$ cat src/rtl/alu_pkg.sv
// Shared definitions for the ALU: opcode encoding and default data width.
package alu_pkg;

    // Default operand/result width.
    localparam int ALU_WIDTH = 8;

    // Operation select encoding, matching the 4-bit ALU_Sel bus.
    typedef enum logic [3:0] {
        ALU_ADD  = 4'b0000,
        ALU_SUB  = 4'b0001,
        ALU_MUL  = 4'b0010,
        ALU_DIV  = 4'b0011,
        ALU_SHL  = 4'b0100,
        ALU_SHR  = 4'b0101,
        ALU_ROL  = 4'b0110,
        ALU_ROR  = 4'b0111,
        ALU_AND  = 4'b1000,
        ALU_OR   = 4'b1001,
        ALU_XOR  = 4'b1010,
        ALU_NOR  = 4'b1011,
        ALU_NAND = 4'b1100,
        ALU_XNOR = 4'b1101,
        ALU_GT   = 4'b1110,
        ALU_EQ   = 4'b1111
    } alu_op_e;

endpackage

$ cat src/rtl/alu_if.sv
// Operand/result bundle of the ALU plus the clock/reset bundle used by the harness.
interface intf
    import alu_pkg::*;
#(
    parameter int WIDTH = ALU_WIDTH
) ();
    logic [WIDTH-1:0] A;
    logic [WIDTH-1:0] B;
    logic [3:0]       ALU_Sel;
    logic [WIDTH-1:0] ALU_Out;
    logic             CarryOut;

    // Driver side: supplies operands, observes registered results.
    modport master (
        output A,
        output B,
        output ALU_Sel,
        input  ALU_Out,
        input  CarryOut
    );

    // ALU side: consumes operands, drives registered results.
    modport slave (
        input  A,
        input  B,
        input  ALU_Sel,
        output ALU_Out,
        output CarryOut
    );
endinterface


$ cat src/rtl/alu_core.sv
// Purely combinational ALU datapath: selects one of sixteen operations and
// always reports the carry out of A+B regardless of the selected operation.
module alu_core
    import alu_pkg::*;
#(
    parameter int WIDTH = ALU_WIDTH
) (
    input  logic [WIDTH-1:0] a_i,
    input  logic [WIDTH-1:0] b_i,
    input  alu_op_e          sel_i,
    output logic [WIDTH-1:0] result_o,
    output logic             carry_o
);

    localparam logic [WIDTH-1:0] ZERO_W = {WIDTH{1'b0}};
    localparam logic [WIDTH-1:0] ONE_W  = {{(WIDTH-1){1'b0}}, 1'b1};

    logic [WIDTH:0] sum_s;

    // Widened sum: low bits feed the ADD result, top bit is the carry for every opcode.
    always_comb begin
        sum_s   = {1'b0, a_i} + {1'b0, b_i};
        carry_o = sum_s[WIDTH];
    end

    // Operation decode; arithmetic results keep only the low WIDTH bits.
    always_comb begin
        result_o = ZERO_W;
        case (sel_i)
            ALU_ADD:  result_o = sum_s[WIDTH-1:0];
            ALU_SUB:  result_o = a_i - b_i;
            ALU_MUL:  result_o = a_i * b_i;
            ALU_DIV: begin
                // Divide-by-zero yields zero rather than an undefined quotient.
                if (b_i == ZERO_W) begin
                    result_o = ZERO_W;
                end else begin
                    result_o = a_i / b_i;
                end
            end
            ALU_SHL:  result_o = {a_i[WIDTH-2:0], 1'b0};
            ALU_SHR:  result_o = {1'b0, a_i[WIDTH-1:1]};
            ALU_ROL:  result_o = {a_i[WIDTH-2:0], a_i[WIDTH-1]};
            ALU_ROR:  result_o = {a_i[0], a_i[WIDTH-1:1]};
            ALU_AND:  result_o = a_i & b_i;
            ALU_OR:   result_o = a_i | b_i;
            ALU_XOR:  result_o = a_i ^ b_i;
            ALU_NOR:  result_o = ~(a_i | b_i);
            ALU_NAND: result_o = ~(a_i & b_i);
            ALU_XNOR: result_o = ~(a_i ^ b_i);
            ALU_GT:   result_o = (a_i > b_i)  ? ONE_W : ZERO_W;
            ALU_EQ:   result_o = (a_i == b_i) ? ONE_W : ZERO_W;
            default:  result_o = ZERO_W;
        endcase
    end

endmodule

$ cat src/rtl/alu.sv
// Registered ALU: combinational core followed by a single output register
// stage, giving a fixed one-cycle latency with no input-to-output path.
module alu
    import alu_pkg::*;
#(
    parameter int WIDTH = ALU_WIDTH
) (
    input  logic clk,
    input  logic rst_n,
    intf.slave   bus
);

    logic [WIDTH-1:0] result_s;
    logic             carry_s;
    logic [WIDTH-1:0] alu_out_d;
    logic [WIDTH-1:0] alu_out_q;
    logic             carry_d;
    logic             carry_q;

    alu_core #(
        .WIDTH (WIDTH)
    ) u_core (
        .a_i      (bus.A),
        .b_i      (bus.B),
        .sel_i    (alu_op_e'(bus.ALU_Sel)),
        .result_o (result_s),
        .carry_o  (carry_s)
    );

    // Next-state of the output register is simply the core result.
    always_comb begin
        alu_out_d = result_s;
        carry_d   = carry_s;
    end

    // Output register with synchronous active-low reset overriding any operation.
    always_ff @(posedge clk) begin
        if (!rst_n) begin
            alu_out_q <= {WIDTH{1'b0}};
            carry_q   <= 1'b0;
        end else begin
            alu_out_q <= alu_out_d;
            carry_q   <= carry_d;
        end
    end

    assign bus.ALU_Out  = alu_out_q;
    assign bus.CarryOut = carry_q;

endmodule

$ cat src/flat_wrapper.sv
// flat-port wrapper written by rule: the top's interface ports become plain ports
module alu_flat import alu_pkg::*;
#(
    parameter int WIDTH = ALU_WIDTH
)
  (clk, rst_n, bus_A, bus_B, bus_ALU_Sel, bus_ALU_Out, bus_CarryOut);
  intf #(.WIDTH(WIDTH)) bus_i ();
  input  logic clk;
  input  logic rst_n;
  input wire logic [$bits(bus_i.A)-1:0] bus_A;
  input wire logic [$bits(bus_i.B)-1:0] bus_B;
  input wire logic [$bits(bus_i.ALU_Sel)-1:0] bus_ALU_Sel;
  output wire logic [$bits(bus_i.ALU_Out)-1:0] bus_ALU_Out;
  output wire logic [$bits(bus_i.CarryOut)-1:0] bus_CarryOut;
  assign bus_i.A = bus_A;
  assign bus_i.B = bus_B;
  assign bus_i.ALU_Sel = bus_ALU_Sel;
  assign bus_ALU_Out = bus_i.ALU_Out;
  assign bus_CarryOut = bus_i.CarryOut;
  alu #(.WIDTH(WIDTH)) u_core (.clk(clk), .rst_n(rst_n), .bus(bus_i));
endmodule
$ cat config.mk
export PLATFORM = sky130hd
export DESIGN_NAME = alu_flat
export DESIGN_NICKNAME = d
export VERILOG_FILES = /design/src/rtl/alu_pkg.sv /design/src/rtl/alu_if.sv /design/src/rtl/alu_core.sv /design/src/rtl/alu.sv /design/src/flat_wrapper.sv
export SDC_FILE = /design/constraint.sdc
export NUM_CORES = 1
export LEC_CHECK = 0
export CAP_MARGIN = 20
export CORE_AREA = 2 2 103 105
export DETAILED_ROUTE_END_ITERATION = 10
export DIE_AREA = 0 0 105 107
export PLACE_DENSITY = 0.63
export REMOVE_ABC_BUFFERS = 1
export SYNTH_ARGS = -nofsm -noshare
export SYNTH_HDL_FRONTEND = slang
export SYNTH_SLANG_ARGS = --single-unit
$ cat constraint.sdc
create_clock -name clk -period 21.5 [get_ports clk]
set_input_delay 5.375 -clock clk [delete_from_list [all_inputs] [get_ports clk]]
set_output_delay 5.375 -clock clk [all_outputs]
set_load 0.02 [all_outputs]
== Word level (Yosys, flattened, before mapping) ==
Index checks and enable logic that the tools add are counted.
Word-level totals
  register bits after elaboration: 9
  bits of input ports: 22
  word-level logic and storage cells: 35
Cells by class
  add/sub/neg operators: 2
  multipliers: 1
  divide/modulo/power cells: 1
  magnitude comparators: 1
  equal/unequal tests: 16
  muxes and demuxes: 4
  bitwise gates (word level): 6
  reductions and logical operators: 2
Operator list (count)
  8-bit case mux with 16 select lines: 1
  4-bit == test (second input constant): 8
  8-bit NOT: 3
  4-bit by 3-bit == test with 1-bit output (second input constant): 4
  8-bit by 8-bit adder with 9-bit output: 1
  8-bit AND: 1
  8-bit by 8-bit divider with 8-bit output: 1
  4-bit by 2-bit == test with 1-bit output (second input constant): 2
  8-bit == test: 1
  8-bit greater-than comparator: 1
  8-bit zero test: 1
  8-bit by 8-bit multiplier with 8-bit output: 1
  8-bit 2-to-1 mux: 1
  8-bit OR: 1
  8-bit subtractor: 1
  8-bit XOR: 1
  4-bit by 1-bit == test with 1-bit output (second input constant): 1
  4-bit zero test: 1
  1-bit 2-to-1 mux: 2

== Longest topological paths before layout ==
Gate-level depths: netlist of run 1.
  word-level depth: 3
  depth in mapped cells: 49
  depth with buffers taken out: 49

== By module ==
From an unflattened synthesis of run 1, not the netlist that was laid out.
Second synthesis, totals
  cells, all modules: 600
  area total of the unflattened synthesis: 4464.3 um^2
Modules (own cells, without submodules)
  alu_core: times used 1, cells each 582, area an instance 4227.8 um^2, seq. area each 0.0 um^2
  alu: times used 1, cells each 18, area an instance 236.5 um^2, seq. area each 180.2 um^2

== Worst setup path before layout of run 1 ==
OpenSTA, ideal clock, no wires.
  path kind: input to register
  from: input bus_B[2]
  to: register u_core.alu_out_q[0], in the netlist u_core.bus.ALU_Out[0]
  setup time: 0.126 ns
  data arrival time: 14.324 ns
  slack: 7.049 ns
  stages on the path: 45
  path buffers: 0
  cell sequence: nor3_2 -> nand2_1 -> nor2_1 -> a21oi_1 -> a21oi_1 -> ha_1 -> nor3_1 -> a211oi_1 -> o211ai_1 -> inv_1 -> ha_1 -> nor3b_2 -> a41o_1 -> o21a_4 -> mux2_4 -> ha_1 -> a21oi_1 -> a21boi_1 -> [... 9 more ...] -> ha_1 -> o21a_1 -> nor2_1 -> o21ai_2 -> a41oi_1 -> mux2_2 -> ha_1 -> o211ai_1 -> a21oi_1 -> o21ai_0 -> a21oi_2 -> mux2_2 -> ha_1 -> a21o_1 -> a211oi_1 -> o21ai_0 -> o211ai_1 -> a31oi_1
Between the ends
  word-level cells in the longest chain between the ends: 3
  elaborated cells between the ends (all ways): 8
Ends and longest elaborated chain
  start: declaration: line flat_wrapper.sv:11  | input wire logic [$bits(bus_i.B)-1:0] bus_B;
  8-bit by 8-bit divider with 8-bit output, or another cell as far along: line alu_core.sv:38  | result_o = a_i / b_i;
  8-bit 2-to-1 mux, or another cell as far along: line alu_core.sv:35  | if (b_i == ZERO_W) begin
  8-bit case mux with 16 select lines (*): line alu_core.sv:29  | case (sel_i)
  end signal: assignment: line alu.sv:39  | alu_out_q <= {WIDTH{1'b0}};
  end signal: assignment: line alu.sv:42  | alu_out_q <= alu_out_d;
  end: declaration: line alu.sv:16  | logic [WIDTH-1:0] alu_out_q;
Mark *: on every way between the ends. The rest lies on a longest branch, timed or not.
A chain may end at the register's enable or synchronous reset.

== Worst setup path after layout of run 1 ==
  from: input bus_B[0]
  to: register u_core.alu_out_q[0], in the netlist u_core.bus.ALU_Out[0]
Between the ends
  word-level cells in the longest chain between the ends: 3
  elaborated cells between the ends (all ways): 17
Ends and longest elaborated chain (line)
  8-bit by 8-bit divider with 8-bit output, or another cell as far along: alu_core.sv:38
  8-bit 2-to-1 mux, or another cell as far along: alu_core.sv:35
  8-bit case mux with 16 select lines (*): alu_core.sv:29
Marked as above.

==> impl_metrics.json, run 1 <==
{
  "status": "completed",
  "synthMuxAreaShare": 0.0485,
  "route.detailed.drc": 0,
  "grt_start_max_net_pins": 50,
  "criticalPathCategory": "in -> reg",
  "insertedDiodeCount": 0,
  "relSlewSlack": 0.472,
  "grt_pass1_wl_um": 21200,
  "hold_viol_final": 0,
  "grt-ovfl-total": 0,
  "synth_xor_xnor_area_share": 0.0695,
  "synth_cell_type_count": 74,
  "worst_pin_slew_ns": 0.786,
  "syn_area_um2": 4280,
  "vdd_drop_max_uv": 21.0,
  "max_freq_mhz": 61.7,
  "synth_fa_ha_area_frac": 0.296,
  "synth_top_family_by_area": "adder cells",
  "drt_first_pass_iters": 5,
  "cts_sinks": 9,
  "cts_buffer_depth": 2,
  "ys_ff_latch": 9,
  "grt_usage": 0.233,
  "synth-simple-area-share": 0.196,
  "setup_violations": 0,
  "rsz0062_at_grt": "false",
  "p_leak_nw": 2.06,
  "num_rows": 37,
  "grt_antenna_before_repair": 0,
  "finalNonFillerCells": 733,
  "min_period_ns": 16.20,
  "grt_pass1_vias": 4175,
  "synth_ff_type": "dfxtp_1",
  "fin_crit_sh": 0.754,
  "hold_path.class": "in -> reg",
  "synth_compound_area_frac": 0.277,
  "crit_required_ns": 21.62,
  "synth.cells.most_frequent": "79 x ha_1, 65 x nor2_1, 48 x inv_1, 47 x nand2_1, 44 x a21oi_1",
  "synth_warnings": 0,
  "area_growth_pct": 10.2,
  "drv_cap": 0,
  "hold_buffers": 0,
  "synth_top_area_share": 0.231,
  "clk_pin_slew_ns": 0.06,
  "io_pins": 31,
  "cp_common_cell": "ha_1",
  "fp.dieH_um": 107,
  "drive_above_1_share": 0.0653,
  "synth_edf_count": 0,
  "coreArea_um2": 10100,
  "routed_wl_um": 13200,
  "dr.first_iter.drc_count": 254,
  "die_x_um": 105,
  "dp_hpwl_um": 10200,
  "syn_avg_cell_area_um2": 7.31,
  "finalMaxSlewViolations": 0,
  "critPathSlowestCell": "clkdlybuf4s50_1",
  "wire_per_inst_um": 18.0,
  "htree_levels": 1,
  "cts_tree": "done",
  "dieArea_um2": 11200,
  "drtAntennaViolNets": 0,
  "arrival_ns": 16.33,
  "cts-root-buf": "clkbuf_8",
  "syn-instance-count": 586,
  "endpoint_kind": "register",
  "p_per_area_nw_per_um2": 39.6,
  "ys_async_sr_fraction": 0,
  "post_cts_buffers": 0,
  "cp_max_fo": 11,
  "synthTopCellsByArea": "ha_1 23%, fa_1 6.5%, nor2_1 5.7%",
  "cts_buffers": 3,
  "start_kind": "input port",
  "ctsResizeCount": 0,
  "vias_per_cell": 5.93,
  "nNetsFinal": 713,
  "initial_core_util": 0.424,
  "synth-seq-area-share": 0.0421,
  "fin_tns_setup_ns": 0,
  "place_inst": 729,
  "synth_most_common_cell": "ha_1",
  "max_stage_delay_ns": 0.80,
  "gp_routability_congestion": 0.891,
  "portBuffers": 30,
  "vias": 4344,
  "synth_area_leader_cell": "ha_1"
}
[metal layers]
| metal | vias up | wire, µm | track usage |
|---|---|---|---|
| li1 | 2115 | - | - |
| met1 | 2043 | 5810 | 0.304 |
| met2 | 163 | 6270 | 0.410 |
| met3 | 23 | 816 | 0.0219 |
| met4 | 0 | 315 | 0.0648 |
| met5 | - | 0 | 0 |
[worst max-delay path, delay by kind of cell]
kind	cells	cell delay, ns
multiplexers	3	1.13
buffers and inverters	4	1.26
adder cells (fa/ha/maj)	8	2.54
AND/OR/NAND/NOR	4	0.67
AO/OA/AOI/OAI	26	5.33
[final cells by class]
type / count / area [µm²]
Clock buffer: 4 / 45.0
Fill cell: 1075 / 5370
Inverter: 52 / 195
Multi-Input combinational cell: 498 / 3800
Sequential cell: 9 / 180
Tap cell: 136 / 170
Timing Repair Buffer: 34 / 330
[per-stage QoR]
step	worst slack, ns	cell area (µm²)	util	total power [mW]	hold slack [ns]
final	5.30	4720	0.468	0.187	5.93
after global routing	4.41	4720	0.468	0.205	5.97
after CTS	5.35	4720	0.468	0.186	5.92
after detailed placement	5.15	4680	0.463	0.164	6.17
after global placement	5.59	4680	0.463	0.161	6.17
after floorplan	7.05	4180	-	0.123	5.49
[path summary, 6_finish.rpt]
| path | from | to | slack (ns) | cells past startpoint |
|---|---|---|---|---|
| worst max-delay path | bus_B[0] | u_core.bus.ALU_Out[0]$_SDFF_PN0_ | 5.30 | 45 |
| worst min-delay path | rst_n | u_core.bus.ALU_Out[1]$_SDFF_PN0_ | 5.93 | 3 |
[sequential cells by signal, summed over array words and instances (netlist names)]
register and count:
u_core.bus.ALU_Out 8, u_core.bus.CarryOut 1
[where the power goes]
group          leakage (nW)  internal (mW)  switching [mW]  total, mW
logic                  1.96         0.0640          0.0826      0.147
registers            0.0744         0.0184        0.000515     0.0189
clock network        0.0228         0.0130         0.00834     0.0214
[placed cells by master, fill, tap and decap left out, types with 4 or more instances in the layout]
| cell type | count |
|---|---|
| a211oi_1 | 9 |
| a21boi_0 | 5 |
| a21o_1 | 7 |
| a21oi_1 | 44 |
| a31oi_1 | 11 |
| buf_4 | 4 |
| clkdlybuf4s50_1 | 30 |
| dfxtp_1 | 9 |
| fa_1 | 14 |
| ha_1 | 79 |
| inv_1 | 48 |
| mux2_2 | 9 |
| mux2i_1 | 8 |
| nand2_1 | 47 |
| nand2b_1 | 9 |
| nand3_1 | 4 |
| nor2_1 | 65 |
| nor2b_1 | 6 |
| nor3_1 | 14 |
| nor3_2 | 4 |
| nor3b_1 | 4 |
| o211ai_1 | 12 |
| o21a_1 | 10 |
| o21ai_0 | 31 |
| o21bai_1 | 5 |
| o22ai_1 | 7 |
| xnor2_1 | 24 |
| xor2_1 | 10 |
[cell families after synthesis]
| logic type | Yosys count |
|---|---|
| buf+inv | 79 |
| fa+ha+maj | 93 |
| flops | 9 |
| compound gates | 179 |
| mux | 19 |
| simple gates | 173 |
| xor+xnor | 34 |
No activity file was read; power rests on OpenSTA's default activity.
==> inputs of run 2 (changes only) <==
- PLACE_DENSITY: 0.63 -> 0.65
- clock period: 21.5 -> 14.4 ns (I/O delays scaled with it)
==> run 2 against run 1 <==
Non-clock buffer count rose by 9. Count of clock-buffer cells in the layout stayed put. Cell count grew 1.2%.
==> impl_metrics.json, run 2 (synthesis results as in run 1) <==
{
  "status": "completed",
  "nNetsFinal": 722,
  "drt_first_pass_iters": 5,
  "grt_pass1_wl_um": 21800,
  "portBuffers": 30,
  "cts_tree": "done",
  "post-route-util": 0.478,
  "io_pins": 31,
  "nFillCells": 1051,
  "grt_pass1_vias": 4195,
  "p_leak_nw": 2.11,
  "cp_common_cell": "ha_1",
  "routed_wl_um": 13600,
  "dp_hpwl_um": 10400,
  "coreArea_um2": 10100,
  "grt_usage": 0.241,
  "critPathBufInv": 3,
  "drv_cap": 0,
  "die_x_um": 105,
  "criticalPathCategory": "in -> reg",
  "fp.dieH_um": 107,
  "relSlewSlack": 0.453,
  "place_area_um2": 4720,
  "wire_per_inst_um": 18.3,
  "grt_start_max_net_pins": 50,
  "initial_core_util": 0.424,
  "grt_antenna_before_repair": 0,
  "crit_start": "bus_B[4]",
  "area_growth_pct": 12.6,
  "finalInstanceArea_um2": 4820,
  "hold_start": "rst_n",
  "critical-path-top-delay-family": "compound AO/OA/AOI/OAI gates",
  "endpoint_kind": "register",
  "gp_routability_congestion": 0.924,
  "hold-worst-slack_ns": 4.17,
  "p_total_mw": 0.284,
  "hold_path.class": "in -> reg",
  "vias_per_cell": 5.91,
  "clk_pin_slew_ns": 0.05,
  "start_kind": "input port",
  "hold_viol_final": 0,
  "route.detailed.drc": 0,
  "post-place-ws_ns": -0.0561,
  "cts_sinks": 9,
  "min_period_ns": 13.83,
  "dieArea_um2": 11200,
  "finalMaxSlewViolations": 0,
  "setup_violations": 0,
  "most-common-layout-cells": "79 x ha_1, 65 x nor2_1, 48 x inv_1",
  "vias": 4388,
  "htree_levels": 1,
  "grt-ovfl-total": 0,
  "worst_pin_slew_ns": 0.815,
  "critPathSlowestCell": "clkdlybuf4s50_1",
  "cts_buffer_depth": 2,
  "cp_max_fo": 8,
  "final_common_cell": "ha_1",
  "crit_required_ns": 14.51,
  "p_per_area_nw_per_um2": 58.9,
  "largest_reg_flops": 8,
  "setup_slack_ns": 0.567,
  "cts-root-buf": "clkbuf_8",
  "vdd_drop_max_uv": 24.5,
  "drtAntennaViolNets": 0,
  "fin_crit_sh": 0.961,
  "num_rows": 37,
  "insertedDiodeCount": 0,
  "max_stage_delay_ns": 0.56,
  "arrival_ns": 13.94,
  "max_freq_mhz": 72.3,
  "dr.first_iter.drc_count": 275,
  "drive_above_1_share": 0.0858,
  "cts_buffers": 3
}
## run 2: power breakdown
group          total, mW  leakage, nW  switching (mW)  internal (mW)
clock network     0.0300       0.0228          0.0106         0.0194
registers         0.0280       0.0744        0.000618         0.0274
logic              0.226         2.01           0.127         0.0992
## run 2: what timing repair did
item | CTS | global route
hold buffers | 0 | 0
buffers inserted | 0 | 3
hold endpoints to repair | 0 | 0
endpoints found under the setup margin | 0 | 1
resized for setup | 0 | 7
## run 2: metrics by stage
step,TNS [ns],cells
2_1_floorplan,0,559
3_3_place_gp,0,735
3_5_place_dp,-0.0561,735
4_1_cts,0,739
5_1_grt,-0.0623,742
6_report,0,742
## run 2: area by class of cell
cell class,count,area (µm²),share of cell area
flip-flops and latches,9,180,0.0374
repair buffers,43,398,0.0825
well taps,136,170,0.0353
clock buffers,4,45.0,0.00934
multi-input cells,498,3830,0.795
inverters,52,195,0.0405
## run 2: final timing paths
| check | end | depth (start not counted) |
|---|---|---|
| max | u_core.bus.ALU_Out[0]$_SDFF_PN0_ | 46 |
| min | u_core.bus.ALU_Out[1]$_SDFF_PN0_ | 3 |
## run 2: per-layer routing
| layer | global-route usage | share of wire | wire [µm] |
|---|---|---|---|
| met1 | 0.315 | 0.44 | 5960 |
| met2 | 0.420 | 0.47 | 6390 |
| met3 | 0.0219 | 0.061 | 829 |
| met4 | 0.0714 | 0.028 | 374 |
| met5 | 0 | 0 | 0 |
